--- config.mk ---
export PLATFORM = sky130hd
export DESIGN_NAME = mode_controller
export DESIGN_NICKNAME = d
export VERILOG_FILES = /design/src/rtl/mode_ctrl_pkg.sv /design/src/rtl/btn_press_classifier.sv /design/src/rtl/mode_controller.sv
export SDC_FILE = /design/constraint.sdc
export NUM_CORES = 1
export LEC_CHECK = 0
export CAP_MARGIN = 20
export CORE_AREA = 2 2 117 119
export CTS_CLUSTER_SIZE = 28
export DETAILED_ROUTE_END_ITERATION = 7
export DIE_AREA = 0 0 119 121
export GPL_TIMING_DRIVEN = 0
export MAX_ROUTING_LAYER = met4
export PLACE_DENSITY_LB_ADDON = 0.1
export SLEW_MARGIN = 10
export SYNTH_ARGS = -nofsm -noshare
export SYNTH_HDL_FRONTEND = slang
export SYNTH_SLANG_ARGS = --single-unit
--- constraint.sdc ---
create_clock -name clk_50MHz -period 2.55 [get_ports clk_50MHz]
set_input_delay 0.765 -clock clk_50MHz [delete_from_list [all_inputs] [get_ports clk_50MHz]]
set_output_delay 0.765 -clock clk_50MHz [all_outputs]
set_load 0.01 [all_outputs]
--- src/rtl/mode_ctrl_pkg.sv ---
// Shared types and constants for the mode controller and its button classifiers.
package mode_ctrl_pkg;

  typedef enum logic [1:0] {
    IDLE     = 2'd0,
    PRESSED  = 2'd1,
    WAIT_REL = 2'd2
  } btn_state_e;

  localparam logic [2:0] MODE_CLOCK     = 3'd1;
  localparam logic [2:0] MODE_ALARM     = 3'd2;
  localparam logic [2:0] MODE_TIMER     = 3'd3;
  localparam logic [2:0] MODE_STOPWATCH = 3'd4;

  localparam int unsigned DEF_NUM_MODES    = 4;
  localparam int unsigned DEF_DEBOUNCE_CYC = 1000000;
  localparam int unsigned DEF_LONG_CYC     = 50000000;
  localparam int unsigned DEF_IDLE_CYC     = 1500000000;

endpackage

--- src/rtl/btn_press_classifier.sv ---
// One push-button: 2-FF synchroniser, debouncer and short/long press classifier.
module btn_press_classifier
  import mode_ctrl_pkg::*;
#(
  parameter int unsigned DEBOUNCE_CYC = DEF_DEBOUNCE_CYC,
  parameter int unsigned LONG_CYC     = DEF_LONG_CYC
) (
  input  logic clk_50MHz,
  input  logic rst_n,
  input  logic btn_raw,
  input  logic cancel,
  output logic short_p,
  output logic long_p,
  output logic pressed
);

  localparam int unsigned DW = (DEBOUNCE_CYC > 1) ? $clog2(DEBOUNCE_CYC) : 1;
  localparam int unsigned LW = (LONG_CYC > 1) ? $clog2(LONG_CYC) : 1;

  logic [1:0]    sync;
  logic          db_level;
  logic [DW-1:0] db_cnt;
  logic [LW-1:0] hold_cnt;
  btn_state_e    state;

  always_ff @(posedge clk_50MHz or negedge rst_n) begin
    if (!rst_n) begin
      sync     <= 2'b00;
      db_level <= 1'b0;
      db_cnt   <= '0;
      hold_cnt <= '0;
      state    <= IDLE;
    end else begin
      sync <= {sync[0], btn_raw};

      // Level is accepted only after DEBOUNCE_CYC consecutive differing samples.
      if (sync[1] == db_level) begin
        db_cnt <= '0;
      end else if (db_cnt == DW'(DEBOUNCE_CYC - 1)) begin
        db_level <= sync[1];
        db_cnt   <= '0;
      end else begin
        db_cnt <= db_cnt + DW'(1);
      end

      case (state)
        IDLE: begin
          if (db_level) begin
            state    <= PRESSED;
            hold_cnt <= '0;
          end
        end
        PRESSED: begin
          if (cancel) begin
            state <= WAIT_REL;
          end else if (!db_level) begin
            state <= IDLE;
          end else if (hold_cnt == LW'(LONG_CYC - 1)) begin
            state <= WAIT_REL;
          end else begin
            hold_cnt <= hold_cnt + LW'(1);
          end
        end
        WAIT_REL: begin
          if (!db_level) state <= IDLE;
        end
        default: state <= IDLE;
      endcase
    end
  end

  // Pulses decode registered state so the parent can register them with one cycle of latency.
  assign short_p = (state == PRESSED) && !db_level;
  assign long_p  = (state == PRESSED) && db_level && (hold_cnt == LW'(LONG_CYC - 1));
  assign pressed = db_level;

endmodule

--- src/rtl/mode_controller.sv ---
// Sequences operating modes from the MODE button and routes ACTION presses as B_S/B_L.
// Optional inactivity return to mode 1 when MODE_CTRL_AUTO_RETURN_EN is defined.
module mode_controller
  import mode_ctrl_pkg::*;
#(
  parameter int unsigned NUM_MODES    = DEF_NUM_MODES,
  parameter int unsigned DEBOUNCE_CYC = DEF_DEBOUNCE_CYC,
  parameter int unsigned LONG_CYC     = DEF_LONG_CYC,
  parameter int unsigned IDLE_CYC     = DEF_IDLE_CYC
) (
  input  logic                 clk_50MHz,
  input  logic                 rst_n,
  input  logic                 btn_mode_raw,
  input  logic                 btn_act_raw,
  output logic [2:0]           mode_sel,
  output logic [NUM_MODES-1:0] En,
  output logic                 B_S,
  output logic                 B_L
);

  logic       mode_short, mode_long, mode_pressed;
  logic       act_short, act_long, act_pressed;
  logic       mode_chg_c;
  logic       idle_hit_c;
  logic [2:0] mode_next_c;

  btn_press_classifier #(
    .DEBOUNCE_CYC(DEBOUNCE_CYC),
    .LONG_CYC    (LONG_CYC)
  ) u_mode_btn (
    .clk_50MHz(clk_50MHz),
    .rst_n    (rst_n),
    .btn_raw  (btn_mode_raw),
    .cancel   (1'b0),
    .short_p  (mode_short),
    .long_p   (mode_long),
    .pressed  (mode_pressed)
  );

  // A mode change cancels an in-progress ACTION press so it never lands in the new mode.
  btn_press_classifier #(
    .DEBOUNCE_CYC(DEBOUNCE_CYC),
    .LONG_CYC    (LONG_CYC)
  ) u_act_btn (
    .clk_50MHz(clk_50MHz),
    .rst_n    (rst_n),
    .btn_raw  (btn_act_raw),
    .cancel   (mode_chg_c),
    .short_p  (act_short),
    .long_p   (act_long),
    .pressed  (act_pressed)
  );

`ifdef MODE_CTRL_AUTO_RETURN_EN
  localparam int unsigned IW = (IDLE_CYC > 1) ? $clog2(IDLE_CYC) : 1;

  logic [IW-1:0] idle_cnt;
  logic          mode_q, act_q;
  logic          any_edge_c;

  assign any_edge_c = (mode_q != mode_pressed) || (act_q != act_pressed);
  assign idle_hit_c = (idle_cnt == IW'(IDLE_CYC - 1)) && (mode_sel != MODE_CLOCK) &&
                      !mode_pressed && !act_pressed;

  // Inactivity counter: frozen while a button is held, saturates when already in mode 1.
  always_ff @(posedge clk_50MHz or negedge rst_n) begin
    if (!rst_n) begin
      idle_cnt <= '0;
      mode_q   <= 1'b0;
      act_q    <= 1'b0;
    end else begin
      mode_q <= mode_pressed;
      act_q  <= act_pressed;
      if (any_edge_c || idle_hit_c) begin
        idle_cnt <= '0;
      end else if (!mode_pressed && !act_pressed && (idle_cnt != IW'(IDLE_CYC - 1))) begin
        idle_cnt <= idle_cnt + IW'(1);
      end
    end
  end
`else
  logic unused_pressed;
  assign unused_pressed = mode_pressed | act_pressed;
  assign idle_hit_c     = 1'b0;
`endif

  always_comb begin
    mode_chg_c  = 1'b0;
    mode_next_c = mode_sel;
    if (mode_long) begin
      mode_chg_c  = 1'b1;
      mode_next_c = MODE_CLOCK;
    end else if (mode_short) begin
      mode_chg_c  = 1'b1;
      mode_next_c = (mode_sel == 3'(NUM_MODES)) ? MODE_CLOCK : mode_sel + 3'd1;
    end else if (idle_hit_c) begin
      mode_chg_c  = 1'b1;
      mode_next_c = MODE_CLOCK;
    end
  end

  always_ff @(posedge clk_50MHz or negedge rst_n) begin
    if (!rst_n) begin
      mode_sel <= MODE_CLOCK;
      En       <= NUM_MODES'(1);
      B_S      <= 1'b0;
      B_L      <= 1'b0;
    end else begin
      mode_sel <= mode_next_c;
      En       <= NUM_MODES'(1) << (mode_next_c - 3'd1);
      B_S      <= act_short && !mode_chg_c;
      B_L      <= act_long && !mode_chg_c;
    end
  end

endmodule

==> results.cfg <==
[clocking]
clock-sinks = 111
cts.clk_slew.worst_paths_ps = 80
cts.htree.levels = 3
numCtsBuffers = 9
cts_tree = built
cts-root-buf = clkbuf_16
cts_buffer_depth = 2
worst_skew_pair.late_latency_ps = 360
cts_hold_buffers = 0

[synth]
ys.flop_type = dfrtp_1
yosys_warnings = 0
async_flop_share = 1.00
synth_top_area_frac = 0.474
synthTopCellsByCount = 109 x dfrtp_1, 93 x nor2_1, 56 x nand2_1
avgSynthCellArea_sq_um = 9.53
synthesis.nets = 615
yosysMostFrequentCell = dfrtp_1
syn_area_sq_mm = 0.00575
ys_seq_elements = 111
synth_area_leader_cell = dfrtp_1
synth_edf_count = 0
synth_cells = 604
yosysSeqAreaShare = 0.483
ys_top_cells_by_area = dfrtp_1 47%, nor2_1 6.1%, xor2_1 4.7%
synth_cell_types = 62

[setup_path]
critPathTopFamily = simple AND/OR/NAND/NOR gates
rr_endpoint = u_act_btn.hold_cnt[3]$_DFFE_PN0P_
r2r_slack_ps = 180
r2r_start = u_act_btn.hold_cnt[0]$_DFFE_PN0P_
worstPathRequired_ps = 2790
critical_path.startpoint_type = register
crit_arrival_ps = 2610
cp.depth = 8
slowest_stage = dfrtp_1
critPathBufInv = 1
crit_chain = ha_1, nand2_1, nor4_2, nand4_1, nand2_2, buf_6, nor2_2, a221o_1
crit_type = reg2reg
cp_max_fo = 10
crit_path_end_kind = register
r2r_cells = 8
max_stage_delay_ps = 420

[drt]
via_per_inst = 5.52
drc = 0
wl_per_cell_microns = 15.2
via_count = 4478
totalWireLength_microns = 12300
postRouteAntennaNets = 0
drtPass1Iterations = 5
drtIter0Drc = 330

[floorplanning]
core-area_sq_mm = 0.0131
fp.dieH_microns = 121
rows = 42
floorplan.initialDensity = 0.440
dieWidth_microns = 119
io_pins = 13
die_area_sq_mm = 0.0144

[place]
pre_cts_ws_ps = -297
dp_hpwl_microns = 8460
place_congestion = 0.881
portBuffers = 12

[power_and_ir_drop]
p_switching_w = 0.000726
total_power_w = 0.00318
p_leak_nw = 2.75
power_frac_comb = 0.022
power_frac_seq = 0.559
ir_worst_vdd_uv = 442
clock_power_share = 0.418
internal_power_w = 0.00245
power.density_mw_per_mm2 = 492
switching_share = 0.228

[flow_run]
drv_cap = 0

[global_route]
grt_pass1_wl_microns = 21300
grt_pass1_vias = 4314
grt_max_degree = 64
overflow = 0
grtUsageTotal = 0.190
antenna_found_initial = 0

[finish]
layout-drive-gt1-share = 0.0866
n_fill_cell = 1199
syn_to_final_growth_pct = 12.3
nNetsFinal = 642
diodes = 0

[timing]
max_slew_margin = 0.456
fin_crit_sh = 0.931
drv_slew = 0
period_minus_slack_ps = 2370
max_freq_mhz = 421
skew_ps = 7.91
worst_pin_slew_ps = 809
setup_viol_count_final = 0
hold_viol = 0
setup_ws_ps = 176
grt_setup_unrepaired = no

[worst_hold_path]
hp-class = in2async

[status]
outcome = finished, final reports clean
## power by group through the flow
stage / Combinational (W) / Clock (W) / Sequential, W
after floorplan: 0.0000223 / 0 / 0.00181
after global placement: 0.0000684 / 0 / 0.00181
after detailed placement: 0.0000747 / 0 / 0.00181
after CTS: 0.0000751 / 0.00139 / 0.00178
after global routing: 0.0000841 / 0.00145 / 0.00178
final: 0.0000704 / 0.00133 / 0.00178
## cells by family (layout without fill, tap and decap cells)
| family | after synthesis | after routing | synth area share |
|---|---|---|---|
| AOI/OAI and AO/OA | 71 | 71 | 0.0850 |
| xor gates and xnor gates | 59 | 59 | 0.0898 |
| adders and majority gates | 7 | 7 | 0.0152 |
| buffers and inverters | 36 | 67 | 0.0272 |
| DFF | 111 | 111 | 0.483 |
| muxes | 9 | 9 | 0.0161 |
| and+or+nand+nor | 311 | 311 | 0.284 |
## metrics by stage
step | instance area, sq um | instances | hold slack [ps] | TNS (ps) | utilization
6_report | 6460 | 811 | 340 | 0 | 0.494
5_1_grt | 6460 | 811 | 363 | 0 | 0.494
4_1_cts | 6420 | 808 | 352 | 0 | 0.491
3_5_place_dp | 6120 | 793 | 335 | -572 | 0.468
3_3_place_gp | 6090 | 792 | 332 | -407270 | 0.466
2_1_floorplan | 5750 | 604 | 331 | 0 | -
## layer usage
metal / GRT usage / part of all wire / up-vias
li1: - / - / 2204
met1: 0.251 / 0.49 / 2212
met2: 0.296 / 0.47 / 55
met3: 0.0470 / 0.032 / 7
met4: 0.0469 / 0.0079 / 0
met5: - / 0 / -
## registers in the layout (all words and copies together), names as in the netlist, 2 cells and up
signal               count
mode_sel                 3
u_mode_btn.state         2
u_mode_btn.sync          2
u_mode_btn.hold_cnt     26
u_act_btn.sync           2
u_act_btn.hold_cnt      26
u_mode_btn.db_cnt       20
En                       4
u_act_btn.db_cnt        20
u_act_btn.state          2
## layout make-up
type                    count  area (sq um)  share of cell area
plain buffers              20          96.3              0.0149
repair buffers             17           179              0.0277
inverters                  15          56.3             0.00871
well taps                 176           220              0.0341
clock buffers               9           225              0.0349
clock inverters             6          46.3             0.00716
multi-input cells         457          2860               0.442
flip-flops and latches    111          2780               0.430
## worst max path at each step
| stage | startpoint | endpoint | slack [ps] |
|---|---|---|---|
| final | u_act_btn.hold_cnt[0]$_DFFE_PN0P_ | u_act_btn.hold_cnt[3]$_DFFE_PN0P_ | 180 |
| after detailed placement | u_mode_btn.hold_cnt[11]$_DFFE_PN0P_ | En[2]$_DFF_PN0_ | -300 |
| after global placement | rst_n | u_mode_btn.db_cnt[0]$_DFF_PN0_ | -3700 |
| after global routing | u_mode_btn.hold_cnt[11]$_DFFE_PN0P_ | En[2]$_DFF_PN0_ | 5 |
| after CTS | u_mode_btn.hold_cnt[10]$_DFFE_PN0P_ | En[2]$_DFF_PN0_ | 8 |
| after floorplan | u_mode_btn.hold_cnt[10]$_DFFE_PN0P_ | En[2]$_DFF_PN0_ | 290 |
## layout by cell type, fill, tap and decap left out, types with 7 or more instances in the layout
master and n:
inv_1 15, or3_1 9, nand2b_1 8, ha_1 7
clkbuf_16 9, nor2_1 93, mux2i_1 7, clkdlybuf4s50_1 11
nor4_1 12, nand3_1 36, nand2_1 56, o21ai_0 16
nand4_1 20, nor3_1 16, and3_1 14, xor2_1 31
dfrtp_1 109, clkbuf_1 12, xnor2_1 28, a21oi_1 12
## what timing repair did
item | 4_1_cts | 5_1_grt
endpoints found under the setup margin | 3 | 10
gates resized for setup | 4 | 4
setup buffers | 1 | 3
pin swaps | 1 | 2
gates cloned | 0 | 0
## worst reg2reg max path: stages (launching register included)
cell     delay, ps
dfrtp_1        420
ha_1           240
nand2_1        150
nor4_2         380
nand4_1        280
nand2_2        240
buf_6          180
nor2_2          60
a221o_1        300
No activity file was read; power rests on OpenSTA's default activity.
==> RTL edit, RTL diff (same settings) <==
Add a define of `MODE_CTRL_AUTO_RETURN_EN`.
--- a/src/rtl/mode_controller.sv
+++ b/src/rtl/mode_controller.sv
@@ -1,5 +1,7 @@
 // Sequences operating modes from the MODE button and routes ACTION presses as B_S/B_L.
 // Optional inactivity return to mode 1 when MODE_CTRL_AUTO_RETURN_EN is defined.
+`define MODE_CTRL_AUTO_RETURN_EN
+
 module mode_controller
   import mode_ctrl_pkg::*;
 #(
Function: same outputs for any inputs over 10 cycles, from zero or initial values and one cycle with rst_n low; that may be too few to reach the edited logic, so the function may still have changed.
==> RTL edit against the original RTL <==
  * The run now ends with negative setup slack left
  * Sequential cell count grew 33
  * Routed wire length grew 37%
  * Non-clock buffer count grew 21
  * Total power grew 56%
  * Synthesized area grew 31%
  * Final area grew 35%
  * First-iteration DRC count grew 68%
  * Utilization grew 17 points
  * Worst setup slack lost 0.27 ns
  * Critical endpoint is now En[0]
==> RTL edit: results (changes against the original RTL) <==
number of DRC markers in iteration 0=553 (+68%); Clock Skew=0.00880 ns (+0.000889 ns); Final Worst Setup Slack=-0.0954 ns (-0.272 ns); Critical Path AT=2.97 ns (+0.36 ns); share of layout cells above drive strength 1=0.106 (+0.0191); Routability Congestion=0.928 (+5.3%); total wirelength of the detailed-routed design=16800 µm (+37%); clock transition at the registers of the reported paths=0.06 ns (-0.02 ns); most common library cells after synthesis=142 x sky130_fd_sc_hd__dfrtp_1, 112 x sky130_fd_sc_hd__nor2_1, 65 x sky130_fd_sc_hd__nand2_1, 54 x sky130_fd_sc_hd__nand3_1, 48 x sky130_fd_sc_hd__xor2_1; Clock H-tree levels=4 (+1); # diodes=0 (unchanged); maximum clock path buffer count=2 (unchanged); DP Worst Slack=-0.752 ns (-0.455 ns); violations in the final reports=negative setup slack; first-pass iteration count of the detailed router=5 (unchanged); average via count per standard cell=5.93 (+7.4%); Detail Placement HPWL=11000 µm (+30%); number of global-route vias before repair=6009 (+39%); cell types with the largest area share after synthesis=sky130_fd_sc_hd__dfrtp_1 47%, sky130_fd_sc_hd__nor2_1 5.6%, sky130_fd_sc_hd__xor2_1 5.6%; slowest stage cell on the critical path=sky130_fd_sc_hd__or4b_4; Num CTS Buffers=17 (+8); Max-slew headroom=0.562 (+0.106); part of the Yosys area used for sequential elements=0.477 (-0.00600); Synth Net Count=821 (+33%); number of max-cap violations=0 (unchanged); Cell Area, Placed=7930 µm² (+29%); Total GRT Usage=0.249 (+0.0594); unique cell type count in the Yosys netlist=58 (-6.5%); Post-Synthesis Cells=808 (+34%); pin count of the biggest net entering global routing=77 (+20%); fill cell count=1038 (-13%); Clk Tree Root Cell=sky130_fd_sc_hd__clkbuf_16; endpoints failing setup=2 (+2); worst-skew pair later-pin latency=0.42 ns (+0.06 ns); total leakage power=3.68 nW (+34%); predominant post-synthesis flop cell=sky130_fd_sc_hd__dfrtp_1; delay of the slowest cell on the worst path=0.56 ns (+0.14 ns); maximum fanout along the worst path=5 (-5); per-cell routed wire length=16.2 µm (+6.8%); maximum vdd ir drop=475 µV (+7.6%); Regs by FF count=idle_cnt x31, u_act_btn.hold_cnt x26, u_mode_btn.hold_cnt x26; post-layout net count=861 (+34%); type of the tightest min-delay check=in2async; outcome=complete, but fails checks; global-route wire length before repair=28300 µm (+32%)
## RTL edit: cell types whose count changed after synthesis, moves of 13 or more
cell / change
sky130_fd_sc_hd__dfrtp_1: +33
sky130_fd_sc_hd__nor2_1: +19
sky130_fd_sc_hd__nand3_1: +17
sky130_fd_sc_hd__nand4_1: +18
sky130_fd_sc_hd__nor3_1: +14
sky130_fd_sc_hd__clkbuf_1: +13
sky130_fd_sc_hd__xor2_1: +17
## RTL edit: power by group
group / switching, mW / internal, mW
clock: 0.977 / 1.60
sequential: 0.00931 / 2.30
combinational: 0.0608 / 0.0192
total: 1.05 / 3.91
## RTL edit: metrics by stage
stage,hold WS [ns],utilization,TNS [ns]
2_1_floorplan,0.331,-,0
3_3_place_gp,0.343,0.604,-707.23
3_5_place_dp,0.343,0.606,-7.41
4_1_cts,0.357,0.656,-0.104
5_1_grt,0.359,0.667,-0.483
6_report,0.344,0.667,-0.147
## RTL edit: final cells by class
cell class / count / share of cell area
clock buffers: 20 / 0.0524
plain buffers: 34 / 0.0182
multi-input cells: 605 / 0.436
repair buffers: 24 / 0.0267
clock inverters: 12 / 0.0178
flip-flops and latches: 144 / 0.414
inverters: 22 / 0.00947
well taps: 176 / 0.0252
## RTL edit: final timing paths
| kind | from | endpoint | cells past startpoint |
|---|---|---|---|
| setup / recovery | idle_cnt[15] | En[0] | 8 |
| hold / removal | rst_n | idle_cnt[21] | 1 |
| setup reg to reg | idle_cnt[15] | En[0] | 8 |
| hold reg to reg | u_mode_btn.sync[0] | u_mode_btn.sync[1] | 0 |
| max in group asynchronous | rst_n | En[0] | 2 |
| min in group clk_50MHz | u_mode_btn.sync[0] | u_mode_btn.sync[1] | 0 |
## RTL edit: timing repair
action,4_1_cts,5_1_grt
gates cloned,0,1
pin swaps,4,1
endpoints found under the setup margin,69,51
gates resized for setup,12,27
setup buffers,3,7
## RTL edit: cells by family after synthesis
kind of cell,Yosys count,share of synthesized area
adder cells (fa/ha/maj),9,0.0149
AO/OA/AOI/OAI,75,0.0680
flip-flops,144,0.477
multiplexers,10,0.0137
buffers and inverters,59,0.0321
AND/OR/NAND/NOR,425,0.294
XOR/XNOR,86,0.0997
## RTL edit: routing by layer
layer | GRT usage | part of all wire | vias up
met5 | - | 0 | -
met4 | 0.0729 | 0.011 | 0
met3 | 0.0569 | 0.042 | 18
met2 | 0.394 | 0.48 | 133
met1 | 0.325 | 0.47 | 3038
li1 | - | - | 2962
